==> src/rtl/mux_seq_ctrl.sv <==
// Walks the layer-output mux select across the first count+1 inputs and
// presents each selected word as a registered valid/ready stream.
module mux_seq_ctrl #(
  parameter int DATA_W = 16,
  parameter int SEL_W  = 4
) (
  input  logic              clk,
  input  logic              rst,
  input  logic              start,
  input  logic [SEL_W-1:0]  count,
  output logic [SEL_W-1:0]  sel,
  input  logic [DATA_W-1:0] mux_data,
  output logic [DATA_W-1:0] out_data,
  output logic              out_valid,
  input  logic              out_ready,
  output logic              out_last,
  output logic              busy,
  output logic              done
);

  typedef enum logic [1:0] {IDLE, RUN, DRAIN} state_t;

  state_t           state;
  logic [SEL_W-1:0] idx;
  logic [SEL_W-1:0] cnt;
  logic             capture;
  logic             xfer;

  // A capture may overwrite the output register in the same cycle its beat leaves.
  assign capture = (state == RUN) && (!out_valid || out_ready);
  assign xfer    = out_valid && out_ready;
  assign sel     = idx;
  assign busy    = (state != IDLE);

  always_ff @(posedge clk or posedge rst) begin
    if (rst) begin
      state     <= IDLE;
      idx       <= '0;
      cnt       <= '0;
      out_data  <= '0;
      out_valid <= 1'b0;
      out_last  <= 1'b0;
      done      <= 1'b0;
    end else begin
      done <= 1'b0;
      case (state)
        IDLE: begin
          if (start) begin
            cnt   <= count;
            idx   <= '0;
            state <= RUN;
          end
        end
        RUN: begin
          if (capture) begin
            out_data  <= mux_data;
            out_valid <= 1'b1;
            out_last  <= (idx == cnt);
            if (idx == cnt) begin
              idx   <= '0;
              state <= DRAIN;
            end else begin
              idx <= idx + 1'b1;
            end
          end
        end
        DRAIN: begin
          if (xfer) begin
            out_valid <= 1'b0;
            out_last  <= 1'b0;
            done      <= 1'b1;
            state     <= IDLE;
          end
        end
        default: state <= IDLE;
      endcase
    end
  end

endmodule

==> config.mk <==
export PLATFORM = sky130hd
export DESIGN_NAME = mux_seq_ctrl
export DESIGN_NICKNAME = d
export VERILOG_FILES = /design/src/rtl/mux_seq_ctrl.sv
export SDC_FILE = /design/constraint.sdc
export NUM_CORES = 1
export LEC_CHECK = 0
export CAP_MARGIN = 5
export CORE_MARGIN = 10
export CORE_UTILIZATION = 42
export DETAILED_ROUTE_END_ITERATION = 12
export PLACE_DENSITY = 0.78
export SYNTH_ARGS = -nofsm -noshare
export SYNTH_HDL_FRONTEND = slang
export SYNTH_SLANG_ARGS = --single-unit
==> constraint.sdc <==
create_clock -name clk -period 1.8 [get_ports clk]
set_input_delay 0.18 -clock clk [delete_from_list [all_inputs] [get_ports clk]]
set_output_delay 0.18 -clock clk [all_outputs]
set_load 0.03 [all_outputs]
* After elaboration in Yosys (flattened, before gate mapping) *
Cells that the tools add are included.

storage, ports and cells
  bits in registers = 29
  output and inout bits = 24

operators by class
  add/subtract/negate cells = 1
  equal/unequal tests = 7
  muxes and demuxes = 16
  reduce and logical (&&, ||, !) cells = 13

operators by type and width
  kind                 number
  $mux 4               3
  $mux 2               4
  $pmux 4 s2           1
  $ne 2x2->1 const B   3
  $pmux 2 s3           1
  $reduce_and 3->1     2
  $reduce_bool 2->1    3
  $mux 1               5
  $add 4x1->4 const B  1
  $eq 4x4->1           1
  $pmux 1 s2           2
  $reduce_and 2->1     2
  $reduce_and 4->1     1
  $eq 2x1->1 const B   1
  $eq 2x2->1 const B   1
  $logic_and 1x1->1    2
  $logic_not 2->1      1
  $ne 2x1->1 const B   1
  $logic_not 1->1      1
  $logic_or 1x1->1     1

* Depth between registers and ports, before layout *
Gate-level depths: netlist (run 1).

  word-level depth = 5
  mapped depth = 5

* Worst setup path after synthesis (run 1) *
Ideal clock, no wire load.

  path type = register to register
  start point = register idx[3], in the netlist sel[3]
  end point = register state[1]
  library setup time = 83 ps
  arrival time = 1,638 ps
  data required time = 1,717 ps
  path slack = 79 ps
  stages on the path, launching flop included = 5
  path through = dfrtp_1 > xor2_1 > or4_4 > or3_1 > o21ai_0

between the ends
  cells in the longest elaborated chain, start to end = 3

ends and longest elaborated chain
  element                     line  RTL
  from (decl)                 24    logic [SEL_W-1:0] idx;
  from (signal assigned)      63    idx <= idx + 1'b1;
  $eq 4x4->1                  59    if (idx == cnt) begin
  $ne 2x1->1 (no line)        --
  $reduce_and 4->1 (no line)  --
  to (signal assigned)        61    state <= DRAIN;
  to (signal assigned)        72    state <= IDLE;
  to (signal assigned)        75    default: state <= IDLE;
  to (decl)                   23    state_t state;

Every way passes these cells.
A chain may end at the register's enable or synchronous reset.

* Final worst setup path (run 1) *
  start point = register idx[0], in the netlist sel[0]
  end point = output sel[0]

RTL lines
  element    line  RTL
  to (decl)  11    output logic [SEL_W-1:0] sel,

No word-level cell between the ends.

==> metrics.yaml, run 1 <==
fp.coreArea_um2: 2760
synth_nets: 116
cp_max_fo: 6
initial_core_util: 0.440
place_congestion: 0.816
syn_area_per_cell_um2: 13.3
row_count: 19
finalCritPeriodShare: 0.940
p_leak_nw: 0.792
synth_flop_cell: "dfrtp_1"
met1_usage: 0.116
drive_above_1_share: 0.242
grt.busiest_layer: "met2"
synth_edf_count: 0
crit_path_cell_trace: "clkdlybuf4s50_1"
drt-total-wl_um: 2910
async_flop_share: 1.00
grt_pass1_vias: 1010
status: "complete, no violations"
final_util: 0.664
cp.arrival_ps: 1510
worst_slew_pin_slew_ps: 411
vias_per_cell: 5.24
drtPass1Iterations: 4
cp_top_family: "buffers and inverters"
ir_drop_mv: 1.36
path_clk_slew_ps: 90
postCtsSetupRepairBufs: 0
worstPathRequired_ps: 1620
r2r-start: "sel[3]"
area_growth_pct: 50.9
hpwl_um: 2330
rsz0062_at_grt: "no"
finalSetupViolations: 0
synthCells: 91
gr-usage-met3: 0.0808
grt_pass1_wl_um: 4840
multi_input_area_um2: 463
ys_seq_area_frac: 0.598
ioPinCount: 48
drc: 0
die-area_um2: 5440
fin_nets: 173
yosys-top-cells-area: "dfrtp_1, mux2_2, xor2_1"
wire_per_inst_um: 16.2
crit_type: "flop to output pin"
n_antenna_cell: 0
pwr_density_cell_nw_per_um2: 1800
crit_slowest_cell: "clkdlybuf4s50_1"
finalSetupTns_ps: 0
num_vias: 943
grtUsageTotal: 0.114
synth_top_cell_area_share: 0.598
worst_setup_path_start_kind: "flop"
fillerInstances: 218
die_h_um: 73.8
cts_root_buffer: "clkbuf_4"
drtIter0Drc: 93
cts_buffers: 5
synth_cell_types: 25
synth_commonest_cells: "dfrtp_1, mux2_2, o21ai_0"
fmax_mhz: 591
critPathCaptureType: "output pin"
critPathLaunch: "sel[0]"
die_w_um: 73.8
min_path_type: "primary input to async pin"
grtUsageMet2: 0.179
htreeDepth: 2
cts.sinks: 29
yosys_warnings: 0
max_stage_delay_ps: 720
ff_latch_area_um2: 726
yosysTopAreaCell: "dfrtp_1"
syn_area_um2: 1210
io_buffer_count: 47
maxSlewHeadroom: 0.723
maxCapViolations: 0
postRouteAntennaNets: 0
grt-ovfl-total: 0
clock_latency_ps: 320
hold_viol_final: 0
cts_buffer_depth: 2
grt_max_degree: 19
period_needed_ps: 1690
ys_seq_elements: 29
worst-path-buf-inv: 1
antenna_found_initial: 0
slew_viol_final: 0
tritoncts: "built"
finClkSkew_ps: 8.98
yosysMostFrequentCell: "dfrtp_1"
routing by layer:
| layer | vias to the layer above | share of wire |
|---|---|---|
| li1 | 440 | - |
| met1 | 460 | 0.37 |
| met2 | 38 | 0.48 |
| met3 | 5 | 0.13 |
| met4 | 0 | 0.012 |
| met5 | - | 0 |
through the flow:
stage / instances / hold slack, ps / total power, mW / worst slack (ps) / area (µm²)
floorplan: 91 / 258 / 2.15 / 79.3 / 1210
global placement: 172 / 488 / 2.86 / 93.9 / 1760
detailed placement: 172 / 495 / 2.89 / 64.3 / 1760
CTS: 180 / 183 / 3.35 / 93.6 / 1830
global route: 180 / 209 / 3.50 / 48.5 / 1830
finish: 180 / 181 / 3.30 / 109 / 1830
sequential cells by signal, summed over array words and instances, names as in the netlist:
name       flops
out_data      16
cnt            4
sel            4
state          2
done           1
out_last       1
out_valid      1
cell type report:
| class | instances | share of cell area |
|---|---|---|
| Multi-Input combinational cell | 56 | 0.253 |
| Clock inverter | 1 | 0.00273 |
| Timing Repair Buffer | 52 | 0.283 |
| Tap cell | 31 | 0.0212 |
| Inverter | 4 | 0.00820 |
| Sequential cell | 29 | 0.396 |
| Clock buffer | 7 | 0.0355 |
where the power goes:
group | switching [mW] | internal, mW
registers | 0.194 | 0.936
clock network | 0.224 | 0.226
logic | 0.889 | 0.833
layout by cell type, fill, tap and decap left out:
| master | instances |
|---|---|
| or4_4 | 1 |
| or2_2 | 1 |
| o21ai_0 | 6 |
| nor2_1 | 3 |
| clkbuf_4 | 5 |
| ha_1 | 1 |
| o21bai_1 | 1 |
| mux2_2 | 20 |
| o2bb2ai_1 | 1 |
| clkinv_2 | 1 |
| dfrtp_1 | 29 |
| nand2_1 | 5 |
| nand4b_1 | 1 |
| a32o_1 | 1 |
| nor2b_1 | 1 |
| xor2_1 | 4 |
| nor2b_2 | 1 |
| nand3_1 | 1 |
| buf_4 | 4 |
| o41ai_1 | 1 |
| buf_12 | 1 |
| or3_1 | 1 |
| a211o_1 | 1 |
| nand2b_1 | 2 |
| clkbuf_8 | 2 |
| clkdlybuf4s50_1 | 46 |
| a21o_1 | 1 |
| or4_1 | 1 |
| inv_1 | 4 |
| dlygate4sd2_1 | 1 |
| a31oi_1 | 1 |
kinds of logic after synthesis:
group,count (synthesis),synth area share
AOI/OAI and AO/OA,13,0.0722
and+or+nand+nor,18,0.0845
buffers and inverters,6,0.0206
adders and majority gates,1,0.0103
DFF,29,0.598
muxes,20,0.186
xor gates and xnor gates,4,0.0289
worst paths after layout:
| check | to | slack [ps] | depth (start not counted) |
|---|---|---|---|
| worst max register to register | out_last | 160 | 4 |
| worst min-delay path | out_data[2] | 180 | 3 |
| worst max-delay path | sel[0] | 110 | 1 |
| worst min register to register | out_data[5] | 510 | 1 |
| max in group asynchronous | sel[2] | 1420 | 3 |
| min in group clk | out_data[3] | 470 | 2 |
what timing repair did:
action / 4_1_cts / 5_1_grt
resized for setup: 1 / 0
endpoints found under the setup margin: 1 / 0
hold buffers: 0 / 0
hold endpoints to repair: 0 / 0
Note: power is estimated with default switching activity, not from simulation.
==> inputs of run 2 (changes only) <==
--- a/config.mk
+++ b/config.mk
@@ -10,6 +10,8 @@
 export CORE_UTILIZATION = 42
 export DETAILED_ROUTE_END_ITERATION = 12
 export PLACE_DENSITY = 0.78
+export SETUP_SLACK_MARGIN = 0.4
+export SLEW_MARGIN = 20
 export SYNTH_ARGS = -nofsm -noshare
 export SYNTH_HDL_FRONTEND = slang
 export SYNTH_SLANG_ARGS = --single-unit
==> metrics.yaml, run 2 (same netlist as run 1, synthesis figures left out) <==
status: "complete, no violations"
largest_reg_flops: 16
rsz0062_at_grt: "yes"
crit_type: "flop to flop"
path_clk_slew_ps: 90
place_area_um2: 1760
cts_buffer_depth: 2
final_common_cell: "dfrtp_1"
worstPathRequired_ps: 2060
grt.busiest_layer: "met2"
finalSetupViolations: 0
worst-path-buf-inv: 0
slew_viol_final: 0
initial_core_util: 0.440
row_count: 19
drive_above_1_share: 0.385
dp_slack_ps: 110
fmax_mhz: 613
stdcell_count: 187
hpwl_um: 2410
min_path_type: "primary input to async pin"
grt_pass1_vias: 1144
num_vias: 960
period_needed_ps: 1630
die_w_um: 73.8
crit_slowest_cell: "or4_4"
ir_drop_mv: 1.18
cp_top_family: "simple AND/OR/NAND/NOR gates"
cts_hold_buf: 0
finalSetupTns_ps: 0
finalCritPeriodShare: 0.907
grt_max_degree: 20
postRouteAntennaNets: 0
place_congestion: 0.747
n_antenna_cell: 0
drtIter0Drc: 47
clock_latency_ps: 330
grt-ovfl-total: 0
io_buffer_count: 47
cp.arrival_ps: 1900
area_growth_pct: 58.6
rrSetupSlack_ps: 170
r2r_cells: 4
wire_per_inst_um: 17.5
drtPass1Iterations: 4
finClkSkew_ps: 2.96
vias_per_cell: 5.13
maxCapViolations: 0
maxSlewHeadroom: 0.687
hold_viol_final: 0
place_inst: 170
die-area_um2: 5440
pwr_density_cell_nw_per_um2: 1760
fp.coreArea_um2: 2760
ioPinCount: 48
grt_pass1_wl_um: 5220
htreeDepth: 2
cts_root_buffer: "clkbuf_4"
cp_max_fo: 2
max_stage_delay_ps: 550
critPathCaptureType: "flop"
die_h_um: 73.8
worst_slew_pin_slew_ps: 469
worst_setup_path_start_kind: "flop"
final_util: 0.698
cts.sinks: 29
setup_slack_ps: 168
drt-total-wl_um: 3270
p_leak_nw: 0.886
grtUsageTotal: 0.126
fin_nets: 180
gr-usage-met3: 0.0646
cp.depth: 4
antenna_found_initial: 0
finalInstanceArea_um2: 1920
drc: 0
crit_path_cell_trace: "xor2_1, or4_4, or3_4, o21ai_2"
mostFrequentLayoutCells: "dfrtp_1, clkdlybuf4s50_1, mux2_2, dlygate4sd2_1, buf_4"
cts_buffers: 5
top_register: "out_data"
tritoncts: "built"
met1_usage: 0.121
grtUsageMet2: 0.216
-- run 2: timing repair --
| item | in CTS | in global routing |
|---|---|---|
| pin swaps | 3 | 5 |
| resized for setup | 38 | 21 |
| setup buffers | 8 | 1 |
| endpoints found under the hold margin | 0 | 0 |
| endpoints found under the setup margin | 46 | 30 |
-- run 2: where the power goes --
| group | switching, mW | internal, mW | leakage (nW) |
|---|---|---|---|
| Combinational | 1.06 | 0.840 | 0.511 |
| Clock | 0.227 | 0.148 | 0.0320 |
| Sequential | 0.166 | 0.944 | 0.343 |
| Total | 1.45 | 1.93 | 0.886 |
-- run 2: area by class of cell --
class | count | area [µm²]
timing repair buffer | 59 | 561
clock inverter | 2 | 10.0
sequential | 29 | 731
tap | 31 | 38.8
multi-input combinational | 56 | 528
fill | 214 | 833
inverter | 4 | 15.0
clock buffer | 6 | 41.3
-- run 2: routing by layer --
| layer | share of wire | routed length [µm] |
|---|---|---|
| met2 | 0.52 | 1700 |
| met3 | 0.095 | 312 |
| met1 | 0.35 | 1140 |
| met5 | 0 | 0 |
| met4 | 0.038 | 126 |
-- run 2: worst paths after layout --
kind	start	to
max	cnt[0]	state[1]
min	rst	out_data[14]
max reg2reg	cnt[0]	state[1]
min reg2reg	out_data[6]	out_data[6]
max in group asynchronous	rst	out_valid
min in group clk	mux_data[11]	out_data[11]
-- run 2: stage by stage --
stage	total power [mW]	hold WS, ps
global placement	2.83	490
detailed placement	2.88	497
CTS	3.28	159
floorplan	2.17	258
global route	3.59	169
finish	3.39	150
